File: config.mk
export PLATFORM = sky130hd
export DESIGN_NAME = scarv_ccx_mmio_timer_flat
export DESIGN_NICKNAME = d
export VERILOG_FILES = /design/src/rtl/scarv_ccx_mmio_timer_if.sv /design/src/rtl/scarv_ccx_mmio_timer.sv /design/src/flat_wrapper.sv
export SDC_FILE = /design/constraint.sdc
export NUM_CORES = 1
export LEC_CHECK = 0
export CAP_MARGIN = 20
export CORE_UTILIZATION = 40
export CTS_BUF_LIST = sky130_fd_sc_hd__clkbuf_16
export DETAILED_ROUTE_END_ITERATION = 10
export PLACE_DENSITY = 0.69
export SETUP_SLACK_MARGIN = 0.15
export SLEW_MARGIN = 5
export SYNTH_ARGS = -nofsm -noshare
export SYNTH_HDL_FRONTEND = slang
export SYNTH_SLANG_ARGS = --single-unit
File: constraint.sdc
create_clock -name g_clk -period 3.8 [get_ports g_clk]
set_clock_uncertainty 0.1 [all_clocks]
set_input_delay 0.38 -clock g_clk [delete_from_list [all_inputs] [get_ports g_clk]]
set_output_delay 0.38 -clock g_clk [all_outputs]
set_load 0.03 [all_outputs]
File: src/rtl/scarv_ccx_mmio_timer_if.sv
`default_nettype none
//==============================================================================
// scarv_ccx_mmio_timer_if : CCX memif request/response bundle for MMIO responders
// Revision : 1.0
//==============================================================================
interface scarv_ccx_mmio_timer_if #(
   parameter int AW = 32,
   parameter int DW = 32
);
   logic          req;
   logic          gnt;
   logic          wen;
   logic [3:0]    strb;
   logic [AW-1:0] addr;
   logic [DW-1:0] wdata;
   logic [DW-1:0] rdata;
   logic          error;

   modport master (
      output req, wen, strb, addr, wdata,
      input  gnt, rdata, error
   );

   modport slave (
      input  req, wen, strb, addr, wdata,
      output gnt, rdata, error
   );
endinterface
`default_nettype wire

File: src/rtl/scarv_ccx_mmio_timer.sv
`default_nettype none
//==============================================================================
// scarv_ccx_mmio_timer : memory-mapped 64-bit machine timer with prescaler and
//                        registered compare interrupt, 1-cycle MMIO response.
// Revision : 1.0
//==============================================================================
module scarv_ccx_mmio_timer #(
   parameter int          AW        = 32,
   parameter int          DW        = 32,
   parameter int          PSC_W     = 16,
   parameter logic [63:0] CMP_RESET = 64'hFFFF_FFFF_FFFF_FFFF
) (
   input  logic                      g_clk,
   input  logic                      g_resetn,
   scarv_ccx_mmio_timer_if.slave     if_mmio,
   output logic                      timer_interrupt
);

   localparam logic [7:0] OFF_MTIME_LO = 8'h00;
   localparam logic [7:0] OFF_MTIME_HI = 8'h04;
   localparam logic [7:0] OFF_CMP_LO   = 8'h08;
   localparam logic [7:0] OFF_CMP_HI   = 8'h0C;
   localparam logic [7:0] OFF_CTRL     = 8'h10;
   localparam logic [7:0] OFF_PSC      = 8'h14;

   // Byte lanes of the PSC register that actually hold prescale bits.
   localparam logic [3:0] PSC_STRB = (PSC_W > 24) ? 4'hF :
                                     (PSC_W > 16) ? 4'h7 :
                                     (PSC_W > 8)  ? 4'h3 : 4'h1;

   logic [63:0]      mtime_q,   mtime_d;
   logic [63:0]      cmp_q,     cmp_d;
   logic [1:0]       ctrl_q,    ctrl_d;
   logic [PSC_W-1:0] psc_q,     psc_d;
   logic [PSC_W-1:0] psc_cnt_q, psc_cnt_d;
   logic [DW-1:0]    rdata_q,   rdata_d;
   logic             error_q,   error_d;
   logic             irq_q,     irq_d;

   logic [7:0]       offset;
   logic             accept;
   logic             addr_ok;
   logic             wr;
   logic             tick;
   logic [63:0]      mtime_inc;
   logic [DW-1:0]    rd_sel;
   logic [DW-1:0]    wr_old;
   logic [DW-1:0]    wr_merged;
   logic             unused_addr_hi;

   assign if_mmio.gnt     = 1'b1;
   assign if_mmio.rdata   = rdata_q;
   assign if_mmio.error   = error_q;
   assign timer_interrupt = irq_q;

   assign accept         = if_mmio.req && if_mmio.gnt;
   assign offset         = if_mmio.addr[7:0];
   assign addr_ok        = (offset[1:0] == 2'b00) && (offset <= OFF_PSC);
   assign wr             = accept && if_mmio.wen && addr_ok;
   assign unused_addr_hi = ^if_mmio.addr[AW-1:8];

   assign tick      = ctrl_q[0] && (psc_cnt_q == psc_q);
   assign mtime_inc = mtime_q + {63'd0, tick};

   // Writes merge onto the post-increment value so unwritten bytes still tick.
   always_comb begin
      rd_sel = '0;
      wr_old = '0;
      case (offset)
         OFF_MTIME_LO: begin rd_sel = mtime_q[31:0];  wr_old = mtime_inc[31:0];  end
         OFF_MTIME_HI: begin rd_sel = mtime_q[63:32]; wr_old = mtime_inc[63:32]; end
         OFF_CMP_LO:   begin rd_sel = cmp_q[31:0];    wr_old = cmp_q[31:0];      end
         OFF_CMP_HI:   begin rd_sel = cmp_q[63:32];   wr_old = cmp_q[63:32];     end
         OFF_CTRL:     begin rd_sel = {30'd0, ctrl_q}; wr_old = {30'd0, ctrl_q}; end
         OFF_PSC: begin
            rd_sel = DW'(psc_q);
            wr_old = DW'(psc_q);
         end
         default: ;
      endcase
   end

   always_comb begin
      wr_merged = wr_old;
      for (int b = 0; b < 4; b++) begin
         if (if_mmio.strb[b]) wr_merged[8*b +: 8] = if_mmio.wdata[8*b +: 8];
      end
   end

   always_comb begin
      mtime_d   = mtime_inc;
      cmp_d     = cmp_q;
      ctrl_d    = ctrl_q;
      psc_d     = psc_q;
      psc_cnt_d = psc_cnt_q;
      if (ctrl_q[0]) psc_cnt_d = tick ? '0 : psc_cnt_q + PSC_W'(1);

      if (wr) begin
         case (offset)
            OFF_MTIME_LO: mtime_d[31:0]  = wr_merged;
            OFF_MTIME_HI: mtime_d[63:32] = wr_merged;
            OFF_CMP_LO:   cmp_d[31:0]    = wr_merged;
            OFF_CMP_HI:   cmp_d[63:32]   = wr_merged;
            OFF_CTRL: begin
               ctrl_d = wr_merged[1:0];
               if (if_mmio.strb[0]) psc_cnt_d = '0;
            end
            OFF_PSC: begin
               psc_d = wr_merged[PSC_W-1:0];
               if (|(if_mmio.strb & PSC_STRB)) psc_cnt_d = '0;
            end
            default: ;
         endcase
      end

      rdata_d = (accept && !if_mmio.wen && addr_ok) ? rd_sel : '0;
      error_d = accept && !addr_ok;
      irq_d   = ctrl_q[1] && (mtime_q >= cmp_q);
   end

   always_ff @(posedge g_clk) begin
      if (!g_resetn) begin
         mtime_q   <= '0;
         cmp_q     <= CMP_RESET;
         ctrl_q    <= 2'b01;
         psc_q     <= '0;
         psc_cnt_q <= '0;
         rdata_q   <= '0;
         error_q   <= 1'b0;
         irq_q     <= 1'b0;
      end else begin
         mtime_q   <= mtime_d;
         cmp_q     <= cmp_d;
         ctrl_q    <= ctrl_d;
         psc_q     <= psc_d;
         psc_cnt_q <= psc_cnt_d;
         rdata_q   <= rdata_d;
         error_q   <= error_d;
         irq_q     <= irq_d;
      end
   end

endmodule
`default_nettype wire

File: src/flat_wrapper.sv
// flat-port wrapper written by rule: the top's interface ports become plain ports
module scarv_ccx_mmio_timer_flat 
#(
   parameter int          AW        = 32,
   parameter int          DW        = 32,
   parameter int          PSC_W     = 16,
   parameter logic [63:0] CMP_RESET = 64'hFFFF_FFFF_FFFF_FFFF
)
  (g_clk, g_resetn, timer_interrupt, if_mmio_req, if_mmio_wen, if_mmio_strb, if_mmio_addr, if_mmio_wdata, if_mmio_gnt, if_mmio_rdata, if_mmio_error);
  scarv_ccx_mmio_timer_if #(.AW(AW), .DW(DW)) if_mmio_i ();
  input  logic g_clk;
  input  logic g_resetn;
  output logic timer_interrupt;
  input wire logic [$bits(if_mmio_i.req)-1:0] if_mmio_req;
  input wire logic [$bits(if_mmio_i.wen)-1:0] if_mmio_wen;
  input wire logic [$bits(if_mmio_i.strb)-1:0] if_mmio_strb;
  input wire logic [$bits(if_mmio_i.addr)-1:0] if_mmio_addr;
  input wire logic [$bits(if_mmio_i.wdata)-1:0] if_mmio_wdata;
  output wire logic [$bits(if_mmio_i.gnt)-1:0] if_mmio_gnt;
  output wire logic [$bits(if_mmio_i.rdata)-1:0] if_mmio_rdata;
  output wire logic [$bits(if_mmio_i.error)-1:0] if_mmio_error;
  assign if_mmio_i.req = if_mmio_req;
  assign if_mmio_i.wen = if_mmio_wen;
  assign if_mmio_i.strb = if_mmio_strb;
  assign if_mmio_i.addr = if_mmio_addr;
  assign if_mmio_i.wdata = if_mmio_wdata;
  assign if_mmio_gnt = if_mmio_i.gnt;
  assign if_mmio_rdata = if_mmio_i.rdata;
  assign if_mmio_error = if_mmio_i.error;
  scarv_ccx_mmio_timer #(.AW(AW), .DW(DW), .PSC_W(PSC_W), .CMP_RESET(CMP_RESET)) u_core (.g_clk(g_clk), .g_resetn(g_resetn), .if_mmio(if_mmio_i), .timer_interrupt(timer_interrupt));
endmodule
## Word-level counts from Yosys, hierarchy flattened

Index checks and enable logic that the tools add are counted.

- Add/subtract/negate cells: 2
- $lt $le $gt $ge: 2
- Reduce and logical (&&, ||, !) cells: 18
- Mux-type cells: 15
- Equal/unequal tests: 6

Operators by type and width:

| operator | count |
|---|---|
| $pmux W32 S6 | 1 |
| $pmux W32 S5 | 1 |
| $mux W16 | 5 |
| $add A64 B1 Y64 | 1 |
| $ge A64 B64 Y1 | 1 |
| $mux W32 | 2 |
| $mux W64 | 1 |
| $mux W8 | 4 |
| $pmux W16 S2 | 1 |
| $add A16 B1 Y16 const B | 1 |
| $eq A16 B16 Y1 | 1 |
| $eq A8 B4 Y1 const B | 2 |
| $eq A8 B5 Y1 const B | 2 |
| $reduce_and A2 Y1 | 5 |
| $eq A8 B3 Y1 const B | 1 |
| $le A8 B5 Y1 const B | 1 |
| $logic_and A1 B1 Y1 | 8 |
| $logic_not A8 Y1 | 1 |
| $logic_not A1 Y1 | 2 |
| $logic_not A2 Y1 | 1 |
| $reduce_or A2 Y1 | 1 |

- Input port bits: 72
- Word-level logic and storage cells: 52
- Flip-flop bits (word level): 196
- Output and inout bits: 35

## Logic depth before layout (Yosys ltp)

- Depth in word-level cells: 7
- Depth in mapped cells: 15
- Depth with buffers taken out: 14

## Worst setup path before layout

Ideal clock, no wire load.

- Path kind: reg2reg
- Start: reg u_core.psc_cnt_q[8]
- End: reg u_core.mtime_q[27]
- Data required time: 3.609 ns
- Arrival: 3.391 ns
- Setup slack: 0.218 ns
- Stages on the path, launching flop included: 15
- Path buffers: 1
- Period minus slack after synthesis: 3.582 ns
- Cells stage by stage: dfxtp_1 xnor2_1 nand4_1 nor4_1 nand3_1 inv_1 ha_1 nand4_2 or4_1 buf_2 nor4_4 mux2i_1 nor2_1 or3_1 a311oi_1

- Word-level cells in the longest chain between the ends: 7

Ends and longest elaborated chain:

| element | RTL line | text |
|---|---|---|
| from (decl) | scarv_ccx_mmio_timer.sv:35 | `logic [PSC_W-1:0] psc_cnt_q, psc_cnt_d;` |
| from (signal assigned) | scarv_ccx_mmio_timer.sv:136 | `psc_cnt_q <= psc_cnt_d;` |
| $eq A16 B16 Y1 * | scarv_ccx_mmio_timer.sv:62 | `assign tick = ctrl_q[0] && (psc_cnt_q == psc_q);` |
| $logic_and A1 B1 Y1 * | scarv_ccx_mmio_timer.sv:62 |  |
| $add A64 B1 Y64 * | scarv_ccx_mmio_timer.sv:63 | `assign mtime_inc = mtime_q + {63'd0, tick};` |
| $pmux W32 S5 | scarv_ccx_mmio_timer.sv:69 | `case (offset)` |
| $mux W8 | scarv_ccx_mmio_timer.sv:86 | `if (if_mmio.strb[b]) wr_merged[8*b +: 8] = if_mmio.wdata[8*b +: 8];` |
| $mux W32 | scarv_ccx_mmio_timer.sv:99 | `case (offset)` |
| $mux W64 * | scarv_ccx_mmio_timer.sv:98 | `if (wr) begin` |
| to (signal assigned) | scarv_ccx_mmio_timer.sv:132 | `mtime_q <= mtime_d;` |
| to (decl) | scarv_ccx_mmio_timer.sv:31 | `logic [63:0] mtime_q, mtime_d;` |

Mark *: on every way between the ends. The rest lies on a longest branch, timed or not.
A chain may end at the register's enable or synchronous reset.

## Worst setup path in the final report

- Start: reg u_core.psc_cnt_q[10]
- End: reg u_core.mtime_q[58]

Same word-level chain as after synthesis.

==> impl_summary.log <==
INFO  metric routedWlPerCell = approximately 22 µm
INFO  metric synth_nets = ~1700
INFO  metric core_area = 30000 µm²
INFO  metric grt_setup_unrepaired = yes
INFO  metric critical_path_required = between 4 and 5 ns
INFO  metric synth-seq-cells = 196
INFO  metric clkSlewWorstSetupHoldPaths = around 0.080 ns
INFO  metric ys_warn_count = 0
INFO  metric drt_iter0_drc = approximately 1600
INFO  metric clockRootBuffer = sky130_fd_sc_hd__clkbuf_16
INFO  metric globalplace.congestion = approximately 1
INFO  metric htree_num_levels = 4
INFO  metric yosys.cell_types.count = 80
INFO  metric outcome = complete, no violations
INFO  metric preCtsSetupSlack = -0.260 ns
INFO  metric tritoncts_num_sinks = 196
INFO  metric critPathArrivalTime = around 4 ns
INFO  metric final_area = roughly 16000 µm²
INFO  metric endpoint_type_of_the_worst_setup_path = flop
INFO  metric timing.final.max_slew_violations = 0
INFO  metric syn_inst = approximately 1600
INFO  metric numPlacedInstances = around 2100
INFO  metric maxCapViolCount = 0
INFO  metric clk_latency = approximately 0.46 ns
INFO  metric synth-seq-area-share = 0.319
INFO  metric syn-mean-instance-area = just under 8 µm²
INFO  metric hold_path_class = primary input to flop
INFO  metric synth-async-reset-ratio = 0
INFO  metric grt_antenna_before_repair = 0
INFO  metric placementRows = 63
INFO  metric powerDensity = 265 nW/µm²
INFO  metric first_global_vias = 12098
INFO  metric timing.max_slew.rel_slack = 0.204
INFO  metric timing.hold.ws = 0.293 ns
INFO  metric firstDrtPassIters = 8
INFO  metric route.antenna.remaining_nets = 0
INFO  metric synth-main-ff-cell = sky130_fd_sc_hd__dfxtp_1
INFO  metric finalSetupViolations = 0
INFO  metric route.detailed.drc = 0
INFO  metric layout.filler_cells = roughly 2800
INFO  metric clk_path_buf_depth = 2
INFO  metric die_h = 177 µm
INFO  metric layout_setup_ws = slightly above 0.09 ns
INFO  metric synth.top_cell.area_share = 0.319
INFO  metric routed_wirelength = between 40 and 50 mm
INFO  metric grt-ovfl-total = 0
INFO  metric layout.nets = 1859
INFO  metric cts_tree = done
INFO  metric finalWorstPathRequiredPeriod = 3.71 ns
INFO  metric die_area = ~31000 µm²
INFO  metric layout.cells.non_filler = between 2000 and 2500
INFO  metric grt_pass1_wl = approximately 69 mm
INFO  metric timing.setup.critical_path_class = flop to flop
INFO  metric critPathLaunchType = flop
INFO  metric achievable-frequency = ~0.27 GHz
INFO  metric final.period_utilization = 0.975
INFO  metric fp.dieW = 177 µm
INFO  metric boundaryPins = between 100 and 150
INFO  metric worst_ir_drop_vdd = slightly above 300 µV
INFO  metric dp.final_hpwl = around 32 mm
INFO  metric antenna_cells = 0
INFO  metric area_contributors_post_synth = sky130_fd_sc_hd__dfxtp_1, sky130_fd_sc_hd__ha_1, sky130_fd_sc_hd__nand2_1
INFO  metric route.detailed.vias_per_inst = roughly 6.2
INFO  metric yosys.area.top_type = sky130_fd_sc_hd__dfxtp_1
INFO  metric synth.cell_area = ~12000 µm²
INFO  metric synth_enable_flop_cells = 0
INFO  metric largest_net_degree_at_the_start_of_global_routing = 48
INFO  metric tritoncts.num_buffers = 17
INFO  metric leakagePower = roughly 0.0070 µW
INFO  metric tightest_slew = 1.19 ns
INFO  metric buffer_ports.inserted = 81
INFO  metric placed_area = between 10000 and 15000 µm²
INFO  metric hold_viol = 0
INFO  metric initial_utilization = 0.410
INFO  metric post_route_cells_drive_above_1_share = 0.220
INFO  metric routed-via-count = between 10000 and 15000
INFO  metric syn2layout_area_growth = 29.7%
INFO  metric globalRouteTotalUtil = 0.288
INFO  metric cp_max_fo = 7
==> synth_stat cells (5+ instances only) <==
cell type / instances
sky130_fd_sc_hd__dfxtp_1: 196
sky130_fd_sc_hd__nand2_1: 162
sky130_fd_sc_hd__nor2_1: 135
sky130_fd_sc_hd__a21oi_1: 110
sky130_fd_sc_hd__inv_1: 80
sky130_fd_sc_hd__clkbuf_1: 76
sky130_fd_sc_hd__o21ai_0: 70
sky130_fd_sc_hd__ha_1: 67
sky130_fd_sc_hd__nand3_1: 61
sky130_fd_sc_hd__xnor2_1: 53
sky130_fd_sc_hd__nand4_1: 49
sky130_fd_sc_hd__nor3_1: 45
sky130_fd_sc_hd__o211ai_1: 41
sky130_fd_sc_hd__mux2_2: 31
sky130_fd_sc_hd__xor2_1: 29
sky130_fd_sc_hd__nand2b_1: 27
sky130_fd_sc_hd__mux2i_1: 23
sky130_fd_sc_hd__a21o_1: 19
sky130_fd_sc_hd__and3_1: 19
sky130_fd_sc_hd__buf_2: 18
sky130_fd_sc_hd__a211oi_1: 15
sky130_fd_sc_hd__nor4_1: 15
sky130_fd_sc_hd__or3_1: 15
sky130_fd_sc_hd__a31oi_1: 13
sky130_fd_sc_hd__a222oi_1: 11
sky130_fd_sc_hd__and4_1: 11
sky130_fd_sc_hd__o211a_1: 11
sky130_fd_sc_hd__o22ai_1: 11
sky130_fd_sc_hd__o31ai_1: 11
sky130_fd_sc_hd__or4_1: 10
sky130_fd_sc_hd__and2_1: 9
sky130_fd_sc_hd__a2111oi_0: 8
sky130_fd_sc_hd__o311ai_0: 8
sky130_fd_sc_hd__o21ai_1: 7
sky130_fd_sc_hd__nor4_2: 5
sky130_fd_sc_hd__o31a_1: 5
sky130_fd_sc_hd__o41ai_1: 5
sky130_fd_sc_hd__or2_2: 5
==> area by class of cell <==
cell class,count,area (µm²),share of cell area
Multi-Input combinational cell,1177,8420,0.529
Clock buffer,17,425,0.0267
Tap cell,390,488,0.0306
Timing Repair Buffer,247,2210,0.139
Inverter,81,304,0.0191
Sequential cell,196,3940,0.247
Clock inverter,15,143,0.00895
==> layer usage <==
| layer | vias to the layer above | track usage | routed length (µm) |
|---|---|---|---|
| met5 | - | 0 | 0 |
| met4 | 0 | 0.136 | 1920 |
| met3 | 130 | 0.0462 | 4250 |
| met2 | 733 | 0.454 | 20600 |
| met1 | 6262 | 0.383 | 19500 |
| li1 | 5986 | - | - |
==> stage by stage <==
step / utilization / total power [µW] / setup TNS [ns]
final: 0.532 / 4230 / 0
after CTS: 0.502 / 4190 / 0
after global placement: 0.473 / 2380 / -1.81
after detailed placement: 0.473 / 2380 / -3.45
after floorplan: - / 2260 / 0
after global routing: 0.532 / 4320 / -0.952
==> placed cells by master, fill, tap and decap left out, drive strengths merged, types with 53 or more instances in the layout <==
cell and instances:
a21oi 110, o21ai 77, xnor2 53, nand3 61, nor2 136, buf 168, clkdlybuf4s50 79, dfxtp 196
nand2 162, inv 88, ha 67
==> cell families after synthesis <==
family / Yosys count / share of synthesized area
XOR/XNOR: 82 / 0.0584
adder cells (fa/ha/maj): 67 / 0.0682
AND/OR/NAND/NOR: 588 / 0.241
other: 1 / 0.000305
flip-flops: 196 / 0.319
buffers and inverters: 179 / 0.0574
multiplexers: 55 / 0.0490
AO/OA/AOI/OAI: 384 / 0.206
==> critical path, cell delays in order (launching register included) <==
cell and delay, ns:
sky130_fd_sc_hd__dfxtp_1 0.33, sky130_fd_sc_hd__xnor2_1 0.21, sky130_fd_sc_hd__nand4_1 0.13, sky130_fd_sc_hd__nor4_2 0.28, sky130_fd_sc_hd__nand3_1 0.16, sky130_fd_sc_hd__inv_2 0.11, sky130_fd_sc_hd__ha_4 0.14, sky130_fd_sc_hd__ha_4 0.12
sky130_fd_sc_hd__nand4_1 0.14, sky130_fd_sc_hd__buf_4 0.20, sky130_fd_sc_hd__nor4_4 0.23, sky130_fd_sc_hd__buf_4 0.16, sky130_fd_sc_hd__nand4_1 0.10, sky130_fd_sc_hd__buf_6 0.18, sky130_fd_sc_hd__or4_4 0.49, sky130_fd_sc_hd__a21oi_2 0.18
sky130_fd_sc_hd__o22ai_2 0.13, sky130_fd_sc_hd__a211oi_2 0.22
==> sequential cells by signal, indices dropped and copies added, names as in the netlist <==
signal and cells:
u_core.cmp_q 64, u_core.psc_q 16, u_core.if_mmio.error 1, u_core.if_mmio.rdata 32, u_core.psc_cnt_q 16, u_core.mtime_q 64
u_core.timer_interrupt 1, u_core.ctrl_q 2
==> what timing repair did <==
item / in CTS / in global routing
hold buffers: 0 / 0
endpoints found under the setup margin: 101 / 137
gates resized for setup: 37 / 173
buffers inserted: 18 / 19
gates cloned: 0 / 2
hold endpoints to repair: 0 / 0
pin swaps: 15 / 95
==> power by group <==
part	switching [µW]	total (µW)	internal, µW
sequential	8.38	2060	2050
combinational	182	308	126
clock	937	1860	922
total	1130	4230	3100
==> path summary, 6_finish.rpt <==
check                                   from                            end  slack (ns)  cells after the start
max          u_core.psc_cnt_q[10]$_SDFF_PN0_  u_core.mtime_q[58]$_SDFF_PN0_        0.09                     17
min                                 g_resetn  u_core.cmp_q[33]$_SDFFE_PN1P_        0.29                      3
max reg2reg  u_core.psc_cnt_q[10]$_SDFF_PN0_  u_core.mtime_q[58]$_SDFF_PN0_        0.09                     17
min reg2reg    u_core.cmp_q[20]$_SDFFE_PN1P_  u_core.cmp_q[20]$_SDFFE_PN1P_        0.39                      2
(Power assumes the default switching activity.)
